--- config.mk ---
export PLATFORM = sky130hd
export DESIGN_NAME = ita37_scroll_buf_flat
export DESIGN_NICKNAME = d
export VERILOG_FILES = /design/src/rtl/ita37_scroll_buf_if.sv /design/src/rtl/ita37_scroll_buf.sv /design/src/flat_wrapper.sv
export SDC_FILE = /design/constraint.sdc
export NUM_CORES = 1
export LEC_CHECK = 0
export ABC_AREA = 1
export CORE_ASPECT_RATIO = 0.75
export CORE_UTILIZATION = 55
export CTS_BUF_LIST = sky130_fd_sc_hd__clkbuf_2
export DETAILED_ROUTE_END_ITERATION = 12
export PLACE_DENSITY = 0.73
export SLEW_MARGIN = 20
export SYNTH_ARGS = -nofsm -noshare
export SYNTH_HDL_FRONTEND = slang
export SYNTH_SLANG_ARGS = --single-unit
--- constraint.sdc ---
create_clock -name clk -period 8.6 [get_ports clk]
set_clock_uncertainty 0.1 [all_clocks]
set_input_delay 1.72 -clock clk [delete_from_list [all_inputs] [get_ports clk]]
set_output_delay 1.72 -clock clk [all_outputs]
set_load 0.01 [all_outputs]
--- src/rtl/ita37_scroll_buf_if.sv ---
// Write port of the ita37 scroll buffer: one character per valid/ready beat.
// A beat transfers when wr_valid and wr_ready are both high on a rising clk
// edge; wr_char and wr_last are only meaningful in that cycle, and the
// master holds them stable while wr_valid is high.
interface ita37_scroll_buf_if;
   logic       wr_valid;
   logic       wr_ready;
   logic [5:0] wr_char;
   logic       wr_last;

   modport master (
      output wr_valid,
      output wr_char,
      output wr_last,
      input  wr_ready
   );

   modport slave (
      input  wr_valid,
      input  wr_char,
      input  wr_last,
      output wr_ready
   );
endinterface

--- src/rtl/ita37_scroll_buf.sv ---
// ita37_scroll_buf: message buffer feeding the 12-digit 14-segment scanner.
// Characters arrive over the write interface; once a message is committed
// a DIGITS-wide window of it is shown and, if longer than the window,
// scrolls circularly one character every SCROLL_DIV enabled cycles.
// seg_pattern is registered: it answers the digit_idx sampled one edge earlier.
module ita37_scroll_buf #(
   parameter int MAX_LEN    = 32,
   parameter int DIGITS     = 12,
   parameter int SCROLL_DIV = 1000000
) (
`ifdef USE_POWER_PINS
   inout  wire          vdd,
   inout  wire          vss,
`endif
   input  logic         clk,
   input  logic         rst,
   ita37_scroll_buf_if.slave wr,
   input  logic         scroll_en,
   input  logic [3:0]   digit_idx,
   output logic [13:0]  seg_pattern,
   output logic [5:0]   msg_len,
   output logic         busy,
   output logic [1:0]   dbg_state
);

   localparam int AW = $clog2(MAX_LEN);
   localparam int PW = $clog2(SCROLL_DIV);
   localparam logic [PW-1:0] PRESC_LAST = PW'(SCROLL_DIV - 1);
   localparam logic [AW-1:0] IDX_LAST   = AW'(MAX_LEN - 1);
   localparam logic [5:0]    DIGITS6    = 6'(DIGITS);

   typedef enum logic [1:0] {
      ST_EMPTY = 2'd0,
      ST_LOAD  = 2'd1,
      ST_SHOW  = 2'd2
   } state_t;

   state_t          state_q, state_d;
   logic [AW-1:0]   ptr_q;
   logic [5:0]      offset_q;
   logic [PW-1:0]   presc_q;
   logic [5:0]      mem [MAX_LEN];

   logic            hs;
   logic            commit;
   logic [AW-1:0]   wr_idx;
   logic            scroll_ok;
   logic            presc_tc;
   logic [5:0]      rd_pos;
   logic [5:0]      rd_sum;
   logic            rd_blank;
   logic            unused_rd_hi;

   // Team 14-segment font, bit order a b c d e f g1 g2 h j k l m n (MSB first).
   function automatic logic [13:0] font14(input logic [5:0] code);
      logic [13:0] p;
      case (code)
         6'd0:  p = 14'b111111_00_001001;
         6'd1:  p = 14'b011000_00_001000;
         6'd2:  p = 14'b110110_11_000000;
         6'd3:  p = 14'b111100_01_000000;
         6'd4:  p = 14'b011001_11_000000;
         6'd5:  p = 14'b101101_11_000000;
         6'd6:  p = 14'b101111_11_000000;
         6'd7:  p = 14'b111000_00_000000;
         6'd8:  p = 14'b111111_11_000000;
         6'd9:  p = 14'b111101_11_000000;
         6'd10: p = 14'b111011_11_000000; // A
         6'd11: p = 14'b111100_01_010010; // B
         6'd12: p = 14'b100111_00_000000; // C
         6'd13: p = 14'b111100_00_010010; // D
         6'd14: p = 14'b100111_10_000000; // E
         6'd15: p = 14'b100011_10_000000; // F
         6'd16: p = 14'b101111_01_000000; // G
         6'd17: p = 14'b011011_11_000000; // H
         6'd18: p = 14'b100100_00_010010; // I
         6'd19: p = 14'b011110_00_000000; // J
         6'd20: p = 14'b000011_10_001100; // K
         6'd21: p = 14'b000111_00_000000; // L
         6'd22: p = 14'b011011_00_101000; // M
         6'd23: p = 14'b011011_00_100100; // N
         6'd24: p = 14'b111111_00_000000; // O
         6'd25: p = 14'b110011_11_000000; // P
         6'd26: p = 14'b111111_00_000100; // Q
         6'd27: p = 14'b110011_11_000100; // R
         6'd28: p = 14'b101101_11_000000; // S
         6'd29: p = 14'b100000_00_010010; // T
         6'd30: p = 14'b011111_00_000000; // U
         6'd31: p = 14'b000011_00_001001; // V
         6'd32: p = 14'b011011_00_000101; // W
         6'd33: p = 14'b000000_00_101101; // X
         6'd34: p = 14'b000000_00_101010; // Y
         6'd35: p = 14'b100100_00_001001; // Z
         default: p = 14'b000000_00_000000; // space and 37..63 are blank
      endcase
      return p;
   endfunction

   assign wr.wr_ready = 1'b1;

   // Handshake decode: first beat of a message always lands at index 0.
   always_comb begin
      hs     = wr.wr_valid & wr.wr_ready;
      wr_idx = (state_q == ST_LOAD) ? ptr_q : '0;
      commit = hs & (wr.wr_last | (wr_idx == IDX_LAST));
   end

   // State register.
   always_ff @(posedge clk or posedge rst) begin
      if (rst) state_q <= ST_EMPTY;
      else     state_q <= state_d;
   end

   // Next state: any beat starts or continues a load; a committing beat shows.
   always_comb begin
      state_d = state_q;
      if (hs) state_d = commit ? ST_SHOW : ST_LOAD;
   end

   // State-derived outputs and scroll qualification.
   always_comb begin
      busy      = (state_q == ST_LOAD);
      dbg_state = state_q;
      scroll_ok = (state_q == ST_SHOW) & scroll_en & (msg_len > DIGITS6);
      presc_tc  = (presc_q == PRESC_LAST);
   end

   // Write pointer, committed length, prescaler and window offset; a beat
   // always wins over a scroll step on the same edge.
   always_ff @(posedge clk or posedge rst) begin
      if (rst) begin
         ptr_q    <= '0;
         msg_len  <= '0;
         offset_q <= '0;
         presc_q  <= '0;
      end else if (hs) begin
         ptr_q    <= wr_idx + AW'(1);
         msg_len  <= commit ? (6'(wr_idx) + 6'd1) : 6'd0;
         offset_q <= '0;
         presc_q  <= '0;
      end else if (scroll_ok) begin
         if (presc_tc) begin
            presc_q  <= '0;
            offset_q <= (offset_q == msg_len - 6'd1) ? 6'd0 : offset_q + 6'd1;
         end else begin
            presc_q  <= presc_q + PW'(1);
         end
      end
   end

   // Character store; contents need no reset since msg_len gates every read.
   always_ff @(posedge clk) begin
      if (hs) mem[wr_idx] <= wr.wr_char;
   end

   // Window address: offset+p stays below 2*msg_len, so one subtract wraps it.
   always_comb begin
      rd_pos = {2'b00, digit_idx};
      rd_sum = offset_q + rd_pos;
      if (rd_sum >= msg_len) rd_sum = rd_sum - msg_len;
      rd_blank = (state_q != ST_SHOW) | (rd_pos >= DIGITS6) |
                 ((msg_len <= DIGITS6) & (rd_pos >= msg_len));
      unused_rd_hi = ^rd_sum[5:AW];
   end

   // Registered segment lookup for the requested digit.
   always_ff @(posedge clk or posedge rst) begin
      if (rst)           seg_pattern <= '0;
      else if (rd_blank) seg_pattern <= '0;
      else               seg_pattern <= font14(mem[rd_sum[AW-1:0]]);
   end

endmodule

--- src/flat_wrapper.sv ---
// flat-port wrapper written by rule: the top's interface ports become plain ports
module ita37_scroll_buf_flat 
#(
   parameter int MAX_LEN    = 32,
   parameter int DIGITS     = 12,
   parameter int SCROLL_DIV = 1000000
)
  (clk, rst, scroll_en, digit_idx, seg_pattern, msg_len, busy, dbg_state, wr_wr_valid, wr_wr_char, wr_wr_last, wr_wr_ready);
  ita37_scroll_buf_if wr_i ();
  input  logic clk;
  input  logic rst;
  input  logic scroll_en;
  input  logic [3:0] digit_idx;
  output logic [13:0] seg_pattern;
  output logic [5:0] msg_len;
  output logic busy;
  output logic [1:0] dbg_state;
  input wire logic [$bits(wr_i.wr_valid)-1:0] wr_wr_valid;
  input wire logic [$bits(wr_i.wr_char)-1:0] wr_wr_char;
  input wire logic [$bits(wr_i.wr_last)-1:0] wr_wr_last;
  output wire logic [$bits(wr_i.wr_ready)-1:0] wr_wr_ready;
  assign wr_i.wr_valid = wr_wr_valid;
  assign wr_i.wr_char = wr_wr_char;
  assign wr_i.wr_last = wr_wr_last;
  assign wr_wr_ready = wr_i.wr_ready;
  ita37_scroll_buf #(.MAX_LEN(MAX_LEN), .DIGITS(DIGITS), .SCROLL_DIV(SCROLL_DIV)) u_core (.clk(clk), .rst(rst), .wr(wr_i), .scroll_en(scroll_en), .digit_idx(digit_idx), .seg_pattern(seg_pattern), .msg_len(msg_len), .busy(busy), .dbg_state(dbg_state));
endmodule
## Word level (Yosys, flattened, before mapping)

Memory sizes are Yosys's and may differ from the RTL's.
Cells that the tools add are included.

- Multiplexer cells: 14
- Order comparisons: 5
- Bitwise gates (word level): 7
- Shifts and indexed selects: 0
- Reduce and logical (&&, ||, !) cells: 3
- Multipliers: 0
- Div/mod/pow operators: 0
- Add/subtract/negate cells: 7
- Eq/ne operators: 6

Operator list:

| kind | number |
|---|---|
| 2-to-1 mux 20 bit | 3 |
| 2-to-1 mux 6 bit | 5 |
| adder 20 x 1 -> 20 bit (second input constant) | 1 |
| == test 20 bit (second input constant) | 1 |
| 2-to-1 mux 14 bit | 1 |
| 2-to-1 mux 5 bit | 2 |
| adder 5 x 1 -> 6 bit (second input constant) | 1 |
| adder 6 x 1 -> 6 bit (second input constant) | 1 |
| adder 6 x 4 -> 6 bit | 1 |
| == test 6 bit | 1 |
| greater-or-equal comparator 4 x 6 -> 1 bit | 1 |
| greater-or-equal comparator 6 bit | 1 |
| greater-than comparator 6 x 4 -> 1 bit (second input constant) | 1 |
| <= comparator 6 x 4 -> 1 bit (second input constant) | 1 |
| subtractor 6 x 1 -> 6 bit (second input constant) | 1 |
| adder 5 x 1 -> 5 bit (second input constant) | 1 |
| == test 5 bit (second input constant) | 1 |
| subtractor 5 bit | 1 |
| AND 1 bit | 4 |
| greater-or-equal comparator 4 bit (second input constant) | 1 |
| nonzero test 2 bit | 2 |
| OR 1 bit | 3 |
| == test 2 x 1 -> 1 bit (second input constant) | 1 |
| == test 2 bit (second input constant) | 1 |
| 4 further kinds | 5 |

- ROM bits: 896
- Memories kept: 2
- Memory bits (writable): 192
- Register bits after elaboration: 53
- Bits in latches: 0

Memories:

| name | words | width | read ports | clocked after memory_dff | write ports | line | source |
|---|---|---|---|---|---|---|---|
| (name not given) | 64 | 14 | 1 | 0 | 0 | ita37_scroll_buf.sv:57 | `case (code)` |
| u_core.mem | 32 | 6 | 1 | 0 | 1 | ita37_scroll_buf.sv:42 | `logic [5:0] mem [MAX_LEN];` |

## Depth between registers and ports, before layout

Gate-level depths: netlist of the first run.

- Word-level depth: 6
- Depth in mapped cells: 33
- Mapped depth without buffers: 30

## Least setup slack after synthesis of the first run

Ideal clock, no wire load.

- Kind: input port to flip-flop
- Start: in digit_idx[0]
- End: reg u_core.seg_pattern[7]
- Cell stages on the path: 31
- Slack: 3.254 ns
- Arrival time: 5.130 ns
- Required time: 8.384 ns
- Library setup time: 0.116 ns
- Cell sequence: ha_1 > fa_1 > a21oi_1 > o21ai_0 > xor2_1 > ha_1 > nand2_1 > nor2_2 > nand2_2 > nand3_4 > buf_8 > nand2_8 > nand2_8 > buf_8 > buf_4 > nand2_1 > nand3_1 > nand3_1 > nand3_1 > nand3_1 > nand2_1 > inv_1 > ha_1 > inv_1 > nand2_1 > nand2_1 > nand2_1 > nand2_1 > nand2_1 > nand2_1 > nor2_1

- Word-level cells in the longest chain between the ends: 6

RTL lines:

| element | line | source |
|---|---|---|
| start, declared | flat_wrapper.sv:13 | `input logic [3:0] digit_idx;` |
| adder 6 x 4 -> 6 bit | ita37_scroll_buf.sv:159 | `rd_sum = offset_q + rd_pos;` |
| subtractor 5 bit or greater-or-equal comparator 6 bit (tied branches) | ita37_scroll_buf.sv:160 | `if (rd_sum >= msg_len) rd_sum = rd_sum - msg_len;` |
| 2-to-1 mux 5 bit | ita37_scroll_buf.sv:160 |  |
| memory (32 x 6 bit) | n/a |  |
| memory (64 x 14 bit) | n/a |  |
| 2-to-1 mux 14 bit * | ita37_scroll_buf.sv:169 | `else if (rd_blank) seg_pattern <= '0;` |
| end signal, assigned | ita37_scroll_buf.sv:170 | `else seg_pattern <= font14(mem[rd_sum[AW-1:0]]);` |
| end, declared | ita37_scroll_buf.sv:20 | `output logic [13:0] seg_pattern,` |

Every way passes the cells marked *; elsewhere a longest branch is shown, timed or not.
A chain may end at the register's enable or synchronous reset.

## Final worst setup path of the first run

Ends and elaborated chain as after synthesis.

==> results of run 1 <==
[worst register-to-register path: cells and delay by family (launching register included)]
| family | cells | cell delay [ps] |
|---|---|---|
| compound gates | 2 | 230 |
| fa+ha+maj | 4 | 1260 |
| xor+xnor | 1 | 170 |
| flops | 1 | 480 |
| buf+inv | 3 | 620 |
| simple gates | 19 | 2620 |
[final timing paths]
kind	end	slack (ps)
min in group asynchronous	u_core.seg_pattern[8]	1270
max in group asynchronous	u_core.ptr_q[4]	6610
max	u_core.seg_pattern[7]	2190
max reg2reg	u_core.seg_pattern[7]	3020
min	u_core.presc_q[15]	410
min reg2reg	u_core.presc_q[15]	410
[metrics by stage]
| step | std cells | hold slack, ps | instance area (µm²) | util | total power (µW) |
|---|---|---|---|---|---|
| floorplan | 1296 | 353 | 12200 | - | 3120 |
| finish | 1691 | 409 | 13300 | 0.618 | 4470 |
| detailed placement | 1587 | 387 | 12700 | 0.594 | 3670 |
| global placement | 1587 | 371 | 12700 | 0.594 | 3680 |
| CTS | 1690 | 411 | 13300 | 0.618 | 4420 |
| global route | 1691 | 427 | 13300 | 0.618 | 4760 |
[power breakdown]
part	total [µW]	internal (µW)	leakage (µW)	switching, µW
Sequential	1310	1300	0.00246	13.2
Combinational	2400	693	0.00281	1700
Clock	760	290	0.000390	469
[area by class of cell]
type	count	area (µm²)
Multi-Input combinational cell	840	4200
Fill cell	1844	8200
Inverter	163	612
Tap cell	288	360
Clock buffer	84	420
Sequential cell	245	7090
Clock inverter	19	101
Antenna cell	1	2.50
Timing Repair Buffer	51	483
[synthesized netlist by cell type, types with 6 or more instances]
cell type / n
a21oi_1: 26
o22ai_1: 6
dfrtp_1: 53
inv_1: 157
ha_1: 29
o211ai_1: 6
buf_4: 14
edfxtp_1: 192
nand3_1: 199
o21ai_1: 6
nand2_1: 355
nor2_1: 83
o21ai_0: 31
xor2_1: 16
nand4_1: 7
nor3_1: 13
buf_6: 9
nand2_2: 14
clkbuf_1: 7
buf_2: 15
[flip-flops by register name, indices dropped and copies added (netlist names)]
signal and cells:
u_core.presc_q 20, u_core.mem 192, u_core.msg_len 6, u_core.offset_q 6, u_core.ptr_q 5, u_core.seg_pattern 14
u_core.dbg_state 2
[cells in the final DEF, fill, tap and decap left out, drive strengths merged, types with 2 or more instances in the layout]
cell / synthesis / routed
nor4b: 2 / 2
a21boi: 2 / 2
buf: 41 / 15
o211ai: 7 / 7
ha: 29 / 29
xor2: 16 / 16
xnor2: 4 / 4
o22ai: 6 / 6
nor3: 13 / 13
o21ai: 40 / 40
inv: 162 / 162
nand2: 371 / 371
edfxtp: 192 / 192
dfrtp: 53 / 53
clkbuf: 7 / 84
clkdlybuf4s50: 0 / 36
nand3: 200 / 200
nand3b: 5 / 5
fa: 2 / 2
clkinv: 1 / 18
nor4: 4 / 4
nor2: 86 / 86
nand4: 9 / 9
o21a: 3 / 3
a21o: 5 / 5
and3: 2 / 2
a21oi: 27 / 27
[logic make-up (layout without fill, tap and decap cells)]
| logic type | after synthesis | after routing |
|---|---|---|
| adder cells (fa/ha/maj) | 31 | 31 |
| other | 1 | 2 |
| multiplexers | 1 | 1 |
| AO/OA/AOI/OAI | 93 | 93 |
| XOR/XNOR | 20 | 20 |
| flip-flops | 245 | 245 |
| buffers and inverters | 211 | 317 |
| AND/OR/NAND/NOR | 694 | 694 |
[layer usage]
metal  vias up  global-route usage  wire (µm)
li1       4463                   -          -
met5         -                   0          0
met4         0              0.0863        574
met1      4464               0.407      13700
met2       436               0.368      12600
met3        65              0.0877       3480
==> run summary, run 1 <==
status - finished clean
xor and xnor fraction of the mapped netlist area - 0.0143
Yosys top cell by area - edfxtp_1
Crit path largest cell delay - 710 ps
ys flop type - edfxtp_1
Max Cap Violations - 0
Worst Setup Slack, final - 2190 ps
Placer Congestion - 0.953
Synth Instances - 1,296
HP Class - reg2reg
routed wire length - 30.4 mm
FFs w/ async S/R, synth - 0.216
DRT iter0 DRCs - 1,225
r2r startpoint - u_core.offset_q[0]
clock-pin transition on the worst setup and hold timing paths - 100 ps
RSZ-0062 raised after global routing - no
HPWL Detailed - 19.9 mm
CP Max Fanout - 45
CP dominant cell by count - nand2_1
power density over the cells - 337 mW/mm²
CP bufs+invs - 4
die area - 0.0228 mm²
I/O Buffers - 37
Critical Path Start Type - primary input
WHS Path Cells - 1
Seq/Total Area, Yosys - 0.580
Net Count, Synth - 1,342
largest family of logic cells by synthesized area - simple AND/OR/NAND/NOR gates
FP Rows - 46
EDFF count, synth - 192
initial antenna violation count - 2
Via density - 5.58
Max IR drop VDD - 0.000183 V
Post-Syn Area - 0.0122 mm²
H-tree depth - 2
CP delay by family, top - simple AND/OR/NAND/NOR gates
DR vias - 9,428
Initial Utilization - 0.570
Critical Path RT - 9230 ps
final hold viol count - 0
complex-gate fraction of the synthesized area - 0.0446
slew margin rel. - 0.366
layout cells sized above 1 - 0.0963
WP depth - 30
Synth top area share - 0.472
Worst path slowest cell - nand2_2
minimum clock period - 6410 ps
fmax - 156 MHz
IO Pins - 39
worst skew pair latency - 890 ps
clk buf depth - 3
DIE HEIGHT - 131 µm
YS warnings - 0
CTS resizes - 0
Placement Setup Slack - 1430 ps
Seq cells post-synth - 245
Slew @ Worst Pin - 948 ps
Die Span X - 174 µm
nets@finish - 1,404
global-route wire length before repair - 47.6 mm
CTS tree - done
clock sink total - 245
Synth Area in Adders - 0.0330
GRT Total Usage - 0.271
simple-gate portion of the synthesized area - 0.249
Area Overhead vs Synth - 8.51%
final global-route overflow total - 0
Routed Antenna Nets - 0
vias in the first global route - 8,854
Final TNS setup - 0 ps
final routed wire length divided by cell count - 18.0 µm
Syn Area/Cell - 9.43 µm²
final setup vio count - 0
largest net degree at the start of global routing - 87
Final Slew Violations - 0
final cycle utilization of the critical path - 0.746
First-pass DRT Iterations - 6
post-route DRC violation count - 0
total CTS buffers - 57
post-CTS setup buffers - 0
HP Start - u_core.presc_q[15]
Post-CTS Hold Buffers - 0
crit path capture type - register
CTS root buf - clkbuf_2
crit path kind - in2reg
crit path DAT - 7040 ps
Worst R2R Path Depth - 29
Synth cell types - 48
Critical path origin - digit_idx[0]
post-synthesis mux area share - 0.000819
LEAKAGE - 0.00566 µW
core area - 0.0215 mm²
top post-synthesis cells by area - edfxtp_1, nand2_1, dfrtp_1
Note: power is estimated with default switching activity, not from simulation.
==> inputs of run 2 (changes only) <==
PLACE_DENSITY = 0.75   (was 0.73)
clock period = 5.84 ns   (was 8.6 ns; I/O delays follow)
==> run summary, run 2 (synthesis results as in run 1) <==
crit path kind - in2reg
power density over the cells - 500 mW/mm² (+49%)
routed wire length - 30.0 mm (-1.2%)
initial antenna violation count - 0 (-2)
WHS Path Cells - 2 (+1)
slew margin rel. - 0.503 (+0.137)
DRT iter0 DRCs - 1,188 (-3.0%)
RSZ-0062 raised after global routing - no
final cycle utilization of the critical path - 0.863
Worst R2R Path Depth - 23 (-21%)
core area - 0.0215 mm² (unchanged)
HP Class - reg2reg
CP Max Fanout - 65 (+44%)
First-pass DRT Iterations - 6 (unchanged)
total CTS buffers - 57 (unchanged)
crit path capture type - register
post-route DRC violation count - 0 (unchanged)
Critical path origin - digit_idx[0]
Max IR drop VDD - 0.000339 V (+85%)
clock sink total - 245 (unchanged)
die area - 0.0228 mm² (unchanged)
minimum clock period - 5040 ps
reg2reg end - u_core.seg_pattern[11]
Reg with most FFs - u_core.mem
layout cells sized above 1 - 0.112 (+0.0156)
final routed wire length divided by cell count - 17.6 µm (-2.2%)
GRT Total Usage - 0.267 (-0.00328)
FP Rows - 46 (unchanged)
Final Slew Violations - 0 (unchanged)
number of flip-flops in the largest register - 192 (unchanged)
final global-route overflow total - 0 (unchanged)
# fillers - 1,803 (-2.2%)
Placer Congestion - 0.914 (-4.1%)
worst skew pair latency - 870 ps (-20 ps)
Routed Antenna Nets - 0 (unchanged)
Final TNS setup - 0 ps (unchanged)
DIE HEIGHT - 131 µm (unchanged)
global-route wire length before repair - 47.2 mm (-0.77%)
Post-CTS Hold Buffers - 0 (unchanged)
Worst R2R Setup Slack - 1080 ps (-1940 ps)
clk buf depth - 3 (unchanged)
final non-filler cell total - 1,709 (+1.1%)
Max Cap Violations - 0 (unchanged)
Die Span X - 174 µm (unchanged)
Critical Path End - u_core.seg_pattern[11]
status - finished clean
Slew @ Worst Pin - 743 ps (-205 ps)
Antenna diodes - 0 (-1)
vias in the first global route - 8,788 (-0.75%)
post-CTS setup buffers - 0 (unchanged)
final hold viol count - 0 (unchanged)
H-tree depth - 2 (unchanged)
CTS root buf - clkbuf_2
Area Overhead vs Synth - 10.1%
IO Pins - 39 (unchanged)
Critical Path Start Type - primary input
largest registers - u_core.mem x192, u_core.presc_q x20, u_core.seg_pattern x14
Via density - 5.54 (-0.59%)
DR vias - 9,472 (+0.47%)
LEAKAGE - 0.00577 µW (+1.9%)
r2r startpoint - u_core.offset_q[0]
crit path DAT - 5680 ps (-1360 ps)
nets@finish - 1,429 (+1.8%)
Critical Path RT - 6480 ps (-2750 ps)
most frequent cells in the layout - nand2_1, nand3_1, edfxtp_1
CTS tree - done
HPWL Detailed - 19.9 mm (about the same)
clock-pin transition on the worst setup and hold timing paths - 90 ps (about the same)
fmax - 198 MHz
Initial Utilization - 0.570 (unchanged)
largest net degree at the start of global routing - 66 (-24%)
final setup vio count - 0 (unchanged)
commonest non-fill, non-tap cell in the layout - nand2_1
CTS resizes - 0 (unchanged)
DP Cell Count - 1,612 (+1.6%)
I/O Buffers - 37 (unchanged)
[run 2: cell types whose count changed in the layout (fill, tap and decap cells not counted), moves of 2 or more]
| cell | previous run | this run |
|---|---|---|
| buf_12 | 1 | 5 |
| buf_4 | 13 | 34 |
| clkbuf_2 | 84 | 82 |
| clkinv_1 | 18 | 12 |
| clkinvlp_4 | 1 | 3 |
[run 2: how the worst min path moves through the flow]
stage / slack (ps) / startpoint / end
after floorplan: 350 / u_core.ptr_q[0] / u_core.ptr_q[0]
after global placement: 380 / u_core.ptr_q[0] / u_core.ptr_q[0]
after detailed placement: 380 / u_core.ptr_q[0] / u_core.ptr_q[0]
after CTS: 400 / u_core.ptr_q[0] / u_core.ptr_q[0]
after global routing: 450 / u_core.ptr_q[0] / u_core.ptr_q[0]
final: 390 / u_core.ptr_q[0] / u_core.ptr_q[0]
[run 2: metal layers]
layer,GRT usage,up-vias,share of wire
li1,-,4514,-
met1,0.425,4378,0.46
met2,0.360,532,0.41
met3,0.0671,48,0.12
met4,0.0687,0,0.016
met5,0,-,0
[run 2: worst max-delay path, stage by stage]
cell             delay, ps
clkdlybuf4s50_1        450
ha_1                   250
fa_1                   410
a21oi_1                140
o21ai_0                100
xor2_1                 200
ha_1                   290
nand2_1                100
inv_1                   60
nand2_2                130
nand3_4                190
nand2_8                140
nand2_8                270
buf_4                  290
nand2_1                 60
nand3_1                 70
nand3_1                110
nand3_1                100
nand3_1                200
nand2_2                230
nor2_1                 280
nand3_1                100
a21oi_1                220
nor2_1                  80
[run 2: power by group]
group	total (µW)	switching [µW]	internal, µW
registers	1930	18.4	1910
clock network	1050	673	375
logic	3760	2550	1220
total	6740	3240	3500
[run 2: area by class of cell]
class | instances | area [µm²] | share of cell area
sequential | 245 | 7090 | 0.527
inverter | 163 | 612 | 0.0454
clock inverter | 15 | 68.8 | 0.00511
clock buffer | 82 | 410 | 0.0305
timing repair buffer | 76 | 726 | 0.0539
tap | 288 | 360 | 0.0268
multi-input combinational | 840 | 4200 | 0.312
[run 2: stage by stage]
| stage | total power [µW] | hold WS [ps] | setup slack, ps | util | cell area (µm²) |
|---|---|---|---|---|---|
| after global placement | 5620 | 376 | 163 | 0.605 | 13000 |
| after CTS | 6660 | 398 | 956 | 0.627 | 13500 |
| after detailed placement | 5620 | 379 | 14.7 | 0.605 | 13000 |
| final | 6740 | 392 | 799 | 0.627 | 13500 |
| after floorplan | 4600 | 353 | 1050 | - | 12200 |
| after global routing | 7200 | 447 | 603 | 0.627 | 13500 |
==> inputs of run 3 (changes only) <==
GPL_TIMING_DRIVEN = 0   (was default)
==> run summary, run 3 (synthesis results as in run 1) <==
status - finished clean
slew margin rel. - 0.494 (-0.00887)
Critical Path End - u_core.seg_pattern[8]
final non-filler cell total - 1,721 (+0.70%)
Critical Path RT - 6440 ps (-40 ps)
DRT iter0 DRCs - 1,384 (+16%)
commonest non-fill, non-tap cell in the layout - nand2_1
nets@finish - 1,437 (+0.56%)
FP Rows - 46 (unchanged)
r2r startpoint - u_core.offset_q[0]
# fillers - 1,847 (+2.4%)
Via density - 5.69 (+2.7%)
minimum clock period - 5590 ps (+549 ps)
initial antenna violation count - 1 (+1)
CP delay by family, top - simple AND/OR/NAND/NOR gates
Final Slew Violations - 0 (unchanged)
I/O Buffers - 36 (-2.7%)
Die Span X - 174 µm (unchanged)
post-route DRC violation count - 0 (unchanged)
fmax - 179 MHz (-9.8%)
clock sink total - 245 (unchanged)
final global-route overflow total - 0 (unchanged)
final routed wire length divided by cell count - 19.2 µm (+9.4%)
IO Pins - 39 (unchanged)
Area Overhead vs Synth - 9.67%
LEAKAGE - 0.00576 µW (-0.12%)
power density over the cells - 519 mW/mm² (+3.7%)
layout cells sized above 1 - 0.114 (+0.00193)
Reg with most FFs - u_core.mem
Routed Antenna Nets - 0 (unchanged)
Critical path origin - digit_idx[0]
Placer Congestion - 0.944 (+3.3%)
RSZ-0062 raised after global routing - no
DP Cell Count - 1,620 (+0.50%)
H-tree depth - 2 (unchanged)
CP Max Fanout - 10 (-85%)
reg2reg end - u_core.seg_pattern[8]
DIE HEIGHT - 131 µm (unchanged)
clk buf depth - 3 (unchanged)
Crit path largest cell delay - 450 ps (about the same)
Slew @ Worst Pin - 756 ps (+13.3 ps)
post-CTS setup buffers - 0 (unchanged)
Critical Path Start Type - primary input
CP bufs+invs - 5 (+2)
number of flip-flops in the largest register - 192 (unchanged)
HP Class - reg2reg
crit path DAT - 6190 ps (+510 ps)
core area - 0.0215 mm² (unchanged)
Initial Utilization - 0.570 (unchanged)
Max Cap Violations - 0 (unchanged)
CTS tree - done
Placement Setup Slack - -417 ps (-431 ps)
Worst path slowest cell - clkdlybuf4s50_1
crit path capture type - register
First-pass DRT Iterations - 6 (unchanged)
Worst R2R Path Depth - 27 (+17%)
clock-pin transition on the worst setup and hold timing paths - 100 ps (about the same)
Post-CTS Hold Buffers - 0 (unchanged)
routed wire length - 33.1 mm (+10%)
Worst R2R Setup Slack - 530 ps (-550 ps)
final cycle utilization of the critical path - 0.957 (+0.0941)
final hold viol count - 0 (unchanged)
Max IR drop VDD - 0.000360 V (+6.1%)
final setup vio count - 0 (unchanged)
most frequent cells in the layout - nand2_1, nand3_1, edfxtp_1
largest net degree at the start of global routing - 54 (-18%)
Worst Setup Slack, final - 249 ps (-549 ps)
largest registers - u_core.mem x192, u_core.presc_q x20, u_core.seg_pattern x14
CTS root buf - clkbuf_2
vias in the first global route - 9,003 (+2.4%)
global-route wire length before repair - 51.0 mm (+8.1%)
CP dominant cell by count - nand2_1
register area - 0.00709 mm² (unchanged)
crit path kind - in2reg
GRT Total Usage - 0.296 (+0.0290)
DR vias - 9,793 (+3.4%)
Multi-input gate area - 0.00418 mm² (-0.36%)
total CTS buffers - 57 (unchanged)
worst skew pair latency - 890 ps (+20 ps)
die area - 0.0228 mm² (unchanged)
HPWL Detailed - 22.5 mm (+13%)
WP depth - 28 (+17%)
run 3: changes by cell type in the layout (fill, tap and decap cells not counted), sizes merged:
cell | previous run | this run
diode | 0 | 1
clkinvlp | 3 | 2
clkdlybuf4s50 | 37 | 30
buf | 39 | 46
clkbuf | 82 | 84
clkinv | 13 | 23
run 3: layout make-up:
cell class	count	area share
clock buffer	76	0.0284
clock inverter	24	0.00774
multi-input combinational	840	0.312
sequential	245	0.529
tap	288	0.0269
timing repair buffer	36	0.0246
inverter	163	0.0458
buffer	48	0.0257
antenna	1	0.000187
run 3: worst min-delay path by stage:
stage / endpoint / from / slack (ps) / cells past startpoint
floorplan: u_core.ptr_q[0] / u_core.ptr_q[0] / 350 / 2
global placement: u_core.ptr_q[0] / u_core.ptr_q[0] / 370 / 2
detailed placement: u_core.presc_q[15] / u_core.presc_q[15] / 390 / 1
CTS: u_core.presc_q[15] / u_core.presc_q[15] / 410 / 1
global route: u_core.presc_q[15] / u_core.presc_q[15] / 440 / 1
finish: u_core.presc_q[15] / u_core.presc_q[15] / 410 / 1
run 3: timing repair:
action / 4_1_cts / 5_1_grt
endpoints found under the hold margin: 0 / 0
setup endpoints to repair: 0 / 1
gates resized for setup: 0 / 1
run 3: worst reg2reg max path, stage by stage (launching register included):
cell	delay, ps
dfrtp_1	460
ha_1	250
fa_1	410
a21oi_1	150
o21ai_0	110
xor2_1	220
ha_1	300
nand2_1	100
inv_1	60
nand2_2	130
nand4_2	300
nand2_2	210
buf_6	160
buf_2	330
nand2_1	90
nand3_1	100
nand3_1	180
nand3_1	140
nand2_1	70
nand2_1	70
nand2_2	170
inv_1	240
ha_1	280
nand2_1	90
o21ai_0	90
nand2_1	70
a21boi_1	190
nor2_1	70
run 3: metal layers:
layer / track usage / vias to the layer above / share of wire
li1: - / 4521 / -
met1: 0.446 / 4568 / 0.44
met2: 0.408 / 619 / 0.41
met3: 0.0778 / 85 / 0.12
met4: 0.112 / 0 / 0.031
met5: 0 / - / 0
run 3: power by group:
| part | total, µW | internal (µW) | switching (µW) |
|---|---|---|---|
| combinational | 3980 | 1200 | 2780 |
| clock | 1050 | 359 | 690 |
| sequential | 1930 | 1910 | 17.6 |
| total | 6960 | 3470 | 3490 |
run 3: stage by stage:
step / utilization / power, µW / hold slack [ps] / cell area, µm² / TNS, ps
2_1_floorplan: - / 4600 / 353 / 12200 / 0
3_3_place_gp: 0.603 / 5800 / 373 / 12900 / -4260
3_5_place_dp: 0.603 / 5800 / 391 / 12900 / -4530
4_1_cts: 0.625 / 6830 / 408 / 13400 / 0
5_1_grt: 0.625 / 7370 / 438 / 13400 / 0
6_report: 0.625 / 6960 / 405 / 13400 / 0
